===== src/rtl/riscv_mem_pkg.sv =====
// Shared encodings for the memory bus controller: access sizes, FSM states,
// timeout counter width and the alignment legality check.
package riscv_mem_pkg;

  localparam logic [1:0] SIZE_BYTE = 2'b00;
  localparam logic [1:0] SIZE_HALF = 2'b01;
  localparam logic [1:0] SIZE_WORD = 2'b10;

  typedef enum logic [1:0] {
    ST_IDLE = 2'b00,
    ST_REQ  = 2'b01,
    ST_RESP = 2'b10,
    ST_ERR  = 2'b11
  } state_e;

  // TIMEOUT_CYCLES must fit in this many bits.
  localparam int TO_CNT_W = 16;

  function automatic logic access_bad(input logic [1:0] size, input logic [1:0] addr_lo);
    case (size)
      SIZE_BYTE: access_bad = 1'b0;
      SIZE_HALF: access_bad = addr_lo[0];
      SIZE_WORD: access_bad = (addr_lo != 2'b00);
      default:   access_bad = 1'b1;
    endcase
  endfunction

endpackage


===== src/rtl/mem_lane_align.sv =====
// Byte-lane steering: store-side enables/replication and load-side lane
// select with sign/zero extension.
module mem_lane_align
  import riscv_mem_pkg::*;
(
  input  logic [1:0]  size_i,
  input  logic [1:0]  addr_lo_i,
  input  logic        unsigned_i,
  input  logic [31:0] wdata_i,
  input  logic [31:0] rdata_i,
  output logic [3:0]  byte_en_o,
  output logic [31:0] bus_wdata_o,
  output logic [31:0] load_data_o
);

  logic [31:0] shifted;

  assign shifted = rdata_i >> {addr_lo_i, 3'b000};

  always_comb begin
    byte_en_o   = 4'b1111;
    bus_wdata_o = wdata_i;
    load_data_o = rdata_i;
    case (size_i)
      SIZE_BYTE: begin
        byte_en_o   = 4'b0001 << addr_lo_i;
        bus_wdata_o = {4{wdata_i[7:0]}};
        load_data_o = {{24{~unsigned_i & shifted[7]}}, shifted[7:0]};
      end
      SIZE_HALF: begin
        byte_en_o   = 4'b0011 << addr_lo_i;
        bus_wdata_o = {2{wdata_i[15:0]}};
        load_data_o = {{16{~unsigned_i & shifted[15]}}, shifted[15:0]};
      end
      default: ;
    endcase
  end

endmodule


===== src/rtl/mem_bus_controller.sv =====
// Single-outstanding memory access controller: latches a request, runs a
// wait-state bus cycle with timeout, and returns a one-cycle data or error pulse.
module mem_bus_controller
  import riscv_mem_pkg::*;
#(
  parameter int unsigned TIMEOUT_CYCLES = 255
) (
  input  logic        pClk,
  input  logic        pResetN,
  input  logic        pReqValid,
  output logic        pReqReady,
  input  logic        pReqWrite,
  input  logic [31:0] pReqAddr,
  input  logic [31:0] pReqWData,
  input  logic [1:0]  pReqSize,
  input  logic        pReqUnsigned,
  output logic [31:0] pRspData,
  output logic        pDataValid,
  output logic        pRspError,
  output logic [31:0] pBusAddr,
  output logic        pBusRead,
  output logic        pBusWrite,
  output logic [3:0]  pBusByteEn,
  output logic [31:0] pBusWData,
  input  logic [31:0] pBusRData,
  input  logic        pBusAck
);

  state_e              state_q, state_d;
  logic                write_q, uns_q;
  logic [31:0]         addr_q, wdata_q, rdata_q;
  logic [1:0]          size_q;
  logic [TO_CNT_W-1:0] cnt_q;
  logic [3:0]          be;
  logic [31:0]         bus_wd, load_data;
  logic                in_req, to_hit;

  mem_lane_align u_align (
    .size_i      (size_q),
    .addr_lo_i   (addr_q[1:0]),
    .unsigned_i  (uns_q),
    .wdata_i     (wdata_q),
    .rdata_i     (pBusRData),
    .byte_en_o   (be),
    .bus_wdata_o (bus_wd),
    .load_data_o (load_data)
  );

  assign in_req = (state_q == ST_REQ);
  assign to_hit = (TIMEOUT_CYCLES != 0) && (cnt_q == TO_CNT_W'(TIMEOUT_CYCLES - 1));

  always_comb begin
    state_d = state_q;
    case (state_q)
      ST_IDLE: if (pReqValid) state_d = access_bad(pReqSize, pReqAddr[1:0]) ? ST_ERR : ST_REQ;
      // A late ack in the expiry cycle still completes the access.
      ST_REQ:  if (pBusAck) state_d = ST_RESP;
               else if (to_hit) state_d = ST_ERR;
      default: state_d = ST_IDLE;
    endcase
  end

  always_ff @(posedge pClk or negedge pResetN) begin
    if (!pResetN) begin
      state_q <= ST_IDLE;
      write_q <= 1'b0;
      uns_q   <= 1'b0;
      addr_q  <= '0;
      wdata_q <= '0;
      size_q  <= SIZE_BYTE;
      rdata_q <= '0;
      cnt_q   <= '0;
    end else begin
      state_q <= state_d;
      if (state_q == ST_IDLE && pReqValid) begin
        write_q <= pReqWrite;
        uns_q   <= pReqUnsigned;
        addr_q  <= pReqAddr;
        wdata_q <= pReqWData;
        size_q  <= pReqSize;
      end
      cnt_q <= in_req ? cnt_q + 1'b1 : '0;
      if (in_req && pBusAck) rdata_q <= write_q ? 32'h0 : load_data;
    end
  end

  // Bus outputs are forced to zero outside REQ so reset and idle look identical.
  assign pReqReady  = (state_q == ST_IDLE);
  assign pDataValid = (state_q == ST_RESP);
  assign pRspError  = (state_q == ST_ERR);
  assign pRspData   = rdata_q;
  assign pBusRead   = in_req & ~write_q;
  assign pBusWrite  = in_req & write_q;
  assign pBusAddr   = in_req ? {addr_q[31:2], 2'b00} : 32'h0;
  assign pBusByteEn = in_req ? be : 4'b0000;
  assign pBusWData  = (in_req && write_q) ? bus_wd : 32'h0;

endmodule


===== config.mk =====
export PLATFORM = sky130hd
export DESIGN_NAME = mem_bus_controller
export DESIGN_NICKNAME = d
export VERILOG_FILES = /design/src/rtl/riscv_mem_pkg.sv /design/src/rtl/mem_lane_align.sv /design/src/rtl/mem_bus_controller.sv
export SDC_FILE = /design/constraint.sdc
export NUM_CORES = 1
export LEC_CHECK = 0
export ABC_CLOCK_PERIOD_IN_PS = 2300
export CAP_MARGIN = 20
export CORE_AREA = 10 10 133 135
export DETAILED_ROUTE_END_ITERATION = 10
export DIE_AREA = 0 0 143 145
export DONT_BUFFER_PORTS = 1
export GPL_ROUTABILITY_DRIVEN = 0
export PLACE_DENSITY_LB_ADDON = 0.2
export SETUP_SLACK_MARGIN = 0.5
export SLEW_MARGIN = 40
export SYNTH_ARGS = -nofsm -noshare
export SYNTH_HDL_FRONTEND = slang
export SYNTH_SLANG_ARGS = --single-unit

===== constraint.sdc =====
create_clock -name pClk -period 2.3 [get_ports pClk]
set_input_delay 0.115 -clock pClk [delete_from_list [all_inputs] [get_ports pClk]]
set_output_delay 0.115 -clock pClk [all_outputs]
set_load 0.05 [all_outputs]

# After elaboration in Yosys (flattened, before gate mapping)
# Cells that the tools add are included.
# classes
n_eq_ne	9
reduce_logical	8
mux	16
add_sub_neg	1
n_bitwise	6
n_shift	3
# op_table
op	n
one-hot mux 32 bit (2 select lines)	2
2-to-1 mux 32 bit	3
right shift 32 x 5 -> 16 bit	1
adder 16 x 1 -> 16 bit (second input constant)	1
equality test 16 x 8 -> 1 bit (second input constant)	1
2-to-1 mux 16 bit	1
2-to-1 mux 2 bit	4
one-hot mux 4 bit (2 select lines)	1
equality test 2 x 1 -> 1 bit (second input constant)	3
equality test 2 bit (second input constant)	3
logical NOT 2 bit	3
bitwise AND 1 bit	4
2-to-1 mux 4 bit	1
one-hot mux 2 bit (2 select lines)	1
<< shifter 1 x 2 -> 4 bit (first input constant)	1
<< shifter 2 x 2 -> 4 bit (first input constant)	1
logical AND 1 bit	3
inequality test 3 x 2 -> 1 bit (second input constant)	1
one-hot mux 1 bit (3 select lines)	1
2-to-1 mux 1 bit	2
inequality test 2 bit (second input constant)	1
inverter 1 bit	2
AND reduction 2 bit	1
nonzero test 2 bit	1
# totals
output_inout_bits	105
regBits	118

# Depth between registers and ports, before layout
# logic_depth
ltp_word	7
ltp_mapped	7
depth_no_buf	5

# Cells and area by module
# From an unflattened synthesis, not the netlist that was laid out.
# unflattened
hier_cells	659
hier_area_um2	6660.1
# by_module_without_submodules
mod	area_each_um2	instances	cells_per_inst
mem_bus_controller	5323.9	1	468
mem_lane_align	1336.3	1	191

# Least setup slack after synthesis
# Ideal clock, no wire load.
# synth_timing
kind	register to output
startpoint	register size_q[0]
endpoint	output port pBusByteEn[3]
arrival_ns	1.949
path_stages_with_launch	5
slack_ns	0.236
n_path_buf	2
path_cell_list	dfrtp_1 > clkbuf_1 > buf_1 > o21ai_0 > a21oi_1
# synth_via
elab_chain_cells	3
elab_cells_between_ends	4
cone_classes	eq/ne: 1; mux: 2; reduce/logical: 1
# synth_lines
item	line_no	text
start: declaration	mem_bus_controller.sv:32	logic [1:0] size_q;
start signal: assignment	mem_bus_controller.sv:80	size_q <= pReqSize;
equality test 2 x 1 -> 1 bit / logical NOT 2 bit (equally long branches)	mem_lane_align.sv:24	case (size_i)
one-hot mux 4 bit (2 select lines) (*)	mem_lane_align.sv:24	
2-to-1 mux 4 bit (*)	mem_bus_controller.sv:95	assign pBusByteEn = in_req ? be : 4'b0000;
end: declaration	mem_bus_controller.sv:23	output logic [3:0] pBusByteEn,
# Mark *: on every way between the ends. The rest lies on a longest branch, timed or not.

# Worst setup path in the final report
# layout_timing
startpoint	register state_q[0]
endpoint	output port pBusWData[9]
# layout_via
elab_chain_cells	3
# layout_lines
item	line_no	text
start: declaration	mem_bus_controller.sv:29	state_e state_q, state_d;
start signal: assignment	mem_bus_controller.sv:74	state_q <= state_d;
equality test 2 x 1 -> 1 bit	mem_bus_controller.sv:49	assign in_req = (state_q == ST_REQ);
logical AND 1 bit	mem_bus_controller.sv:96	assign pBusWData = (in_req && write_q) ? bus_wd : 32'h0;
2-to-1 mux 32 bit	mem_bus_controller.sv:96	
end: declaration	mem_bus_controller.sv:24	output logic [31:0] pBusWData,
# Every way passes these cells.

==> flow_summary.ini <==
[global_routing]
grt_pass1_wl_um = 30500
antenna_found_initial = 0
gr-total-overflow = 0
track_usage = 0.186
grt_pass1_vias = 5336
grt_max_degree = 119

[timing]
fmax_ghz = 0.540
tns_ns = 0
hold_viol = 118
period_share = 0.806
worst_pin_slew_ns = 0.698
min_period_ns = 1.85
slew-limit-headroom = 0.533
rsz0062_at_grt = true
setup_viol = 0
slew_violations = 0
hold_slack_ns = -0.597
final.setup_skew_ns = 0.00834

[placement]
dpl_cell_area_um2 = 6560
dp_hpwl_um = 12800
portBuffers = 0

[clock_tree]
clk_transition_reported_paths_ns = 0.06
ctsHoldBuffers = 102
insertion_delay_ns = 0.42
cts_buffers = 17
clock_path_buffers = 2
h-tree-depth = 4
cts_tree = yes
cts_num_sinks = 118
cts-root-buf = clkbuf_16

[worst_setup_path]
setup.worst_path.end_class = output port
path_common_cell = buf_6
r2r.worst_path.cells = 4
cp_max_fo = 13
rr_startpoint = addr_q[1]
crit_required_ns = 2.18
crit_type = reg -> out
cpPeakStageDelay_ns = 0.37
worstSetupStartpointType = register
crit_arrival_ns = 1.74
path_cells = buf_6 -> nor2b_4 -> nand2_4 -> buf_12 -> a21oi_2 -> buf_6
cp-startpoint = state_q[0]
crit_slowest_cell = dfrtp_1

[logic_synthesis]
yosysWarningCount = 0
synthDistinctLibCells = 50
synth_area_um2 = 5950
yosysSeqAreaShare = 0.496
synth_edf_count = 0
synth-seq-cells = 118
syn_avg_cell_area_um2 = 10.7
syn_inst = 555
async_reset_ff_frac = 1.00
dominantRegCellSynth = dfrtp_1

[routing]
drt_pass1_iterations = 5
vias = 5079
wl_per_cell_um = 22.8
route.detailed.drc = 0
ant_nets = 0
drtIter0Drc = 259
viasPerCell = 5.55
drt-total-wl_um = 20900

[power_and_ir_drop]
peakVddDrop_v = 0.000911
finalPower_mw = 14.7
p_leak_nw = 3.83
power_density_nw_per_um2 = 1620

[die]
die_w_um = 143
fp.dieH_um = 145
die_area_um2 = 20700
core_um2 = 15000
initial_utilization = 0.396
ios = 209
rows = 45

[layout]
nets = 820
syn2layout_area_growth_pct = 52.8
final_cell_area_um2 = 9090
fillCellCount = 1159
final_layout_size_suffix_gt1_frac = 0.393
antenna_cells = 0
utilization = 0.605

[outcome]
status = finished with violations
violations = hold timing

[flow_run]
drv_cap = 0

[worst_hold_path]
worst_hold_path_type = in -> async
worst max-delay path: cells and delay by family (launching register included):
family          cells  cell delay (ns)
flops               1             0.37
compound gates      1             0.16
simple gates        2             0.30
buf+inv             3             0.49
through the flow:
step | std cells | setup slack, ns
finish | 915 | 0.447
detailed placement | 748 | 0.233
floorplan | 556 | 0.280
global placement | 748 | 0.363
CTS | 892 | 0.407
global route | 915 | 0.391
sequential cells by signal, summed over array words and instances (netlist names):
name / flops
addr_q: 32
cnt_q: 16
pRspData: 32
size_q: 2
state_q: 2
uns_q: 1
wdata_q: 32
write_q: 1
metal layers:
metal	track usage	routed length, µm
met5	0	0
met4	0.0537	271
met3	0.0874	2350
met2	0.305	10400
met1	0.210	7860
repair_timing:
item	in CTS	in global routing
pin swaps	4	13
gates resized for setup	87	88
setup endpoints to repair	94	89
endpoints found under the hold margin	220	118
buffers inserted	9	14
cloned	1	9
layout make-up:
type / instances / area, µm² / share of cell area
inverter: 6 / 22.5 / 0.00248
multi-input combinational: 388 / 3190 / 0.350
sequential: 118 / 2960 / 0.326
timing repair buffer: 183 / 2030 / 0.223
clock inverter: 14 / 223 / 0.0245
tap: 188 / 235 / 0.0259
clock buffer: 18 / 439 / 0.0483
power by group:
group | leakage, nW | total, mW | internal, mW | switching (mW)
Combinational | 2.05 | 7.16 | 3.11 | 4.05
Sequential | 1.46 | 4.57 | 2.95 | 1.62
Clock | 0.317 | 3.00 | 1.96 | 1.04
Total | 3.83 | 14.7 | 8.02 | 6.70
worst paths after layout:
check / end / slack, ns
max in group asynchronous: addr_q[23] / 2.66
setup reg to reg: pRspData[13] / 0.49
hold reg to reg: addr_q[27] / 0.51
min in group pClk: pRspData[9] / 0.01
setup / recovery: pBusWData[9] / 0.45
hold / removal: pRspData[5] / -0.60
Yosys cell counts, drive strengths merged, types with 3 or more instances:
| master | count | area share |
|---|---|---|
| xor2 | 5 | 0.0074 |
| inv | 6 | 0.0038 |
| o41ai | 7 | 0.010 |
| clkbuf | 25 | 0.016 |
| nand3 | 6 | 0.0050 |
| and3 | 8 | 0.0084 |
| o31ai | 3 | 0.0046 |
| dfrtp | 118 | 0.50 |
| o211ai | 9 | 0.011 |
| and2 | 32 | 0.034 |
| nor2b | 7 | 0.0074 |
| nor2 | 64 | 0.040 |
| or3 | 3 | 0.0042 |
| a21oi | 19 | 0.016 |
| nand3b | 9 | 0.011 |
| nand2 | 35 | 0.022 |
| nor3 | 6 | 0.0059 |
| a221o | 16 | 0.027 |
| o21ai | 24 | 0.020 |
| mux2 | 70 | 0.13 |
| nor4 | 4 | 0.0042 |
| a2bb2oi | 7 | 0.010 |
| mux2i | 23 | 0.039 |
| xnor2 | 7 | 0.010 |
| buf | 19 | 0.016 |
kinds of logic after synthesis:
family | synth area share
AND/OR/NAND/NOR | 0.155
flip-flops | 0.496
AO/OA/AOI/OAI | 0.116
multiplexers | 0.175
buffers and inverters | 0.0357
XOR/XNOR | 0.0177
adder cells (fa/ha/maj) | 0.00420
other | 0.000630
placed cells by master (no fill, tap or decap), types with 6 or more instances in the layout:
cell type and n:
buf_8 10, nor2_4 14, inv_1 6, a21oi_2 15
and3_4 8, nor2_1 45, nand3b_1 9, dlygate4sd3_1 102
o211ai_1 9, and2_4 30, a2bb2oi_1 7, buf_6 19
o21ai_0 17, clkbuf_16 23, nand3_1 6, o41ai_1 7
buf_12 10, xnor2_1 7, dfrtp_1 110, dfrtp_2 8
nand2_1 31, mux2_2 70, buf_4 35, mux2i_1 19
o21ai_1 7, a221o_1 16
No activity file was read; power rests on OpenSTA's default activity.
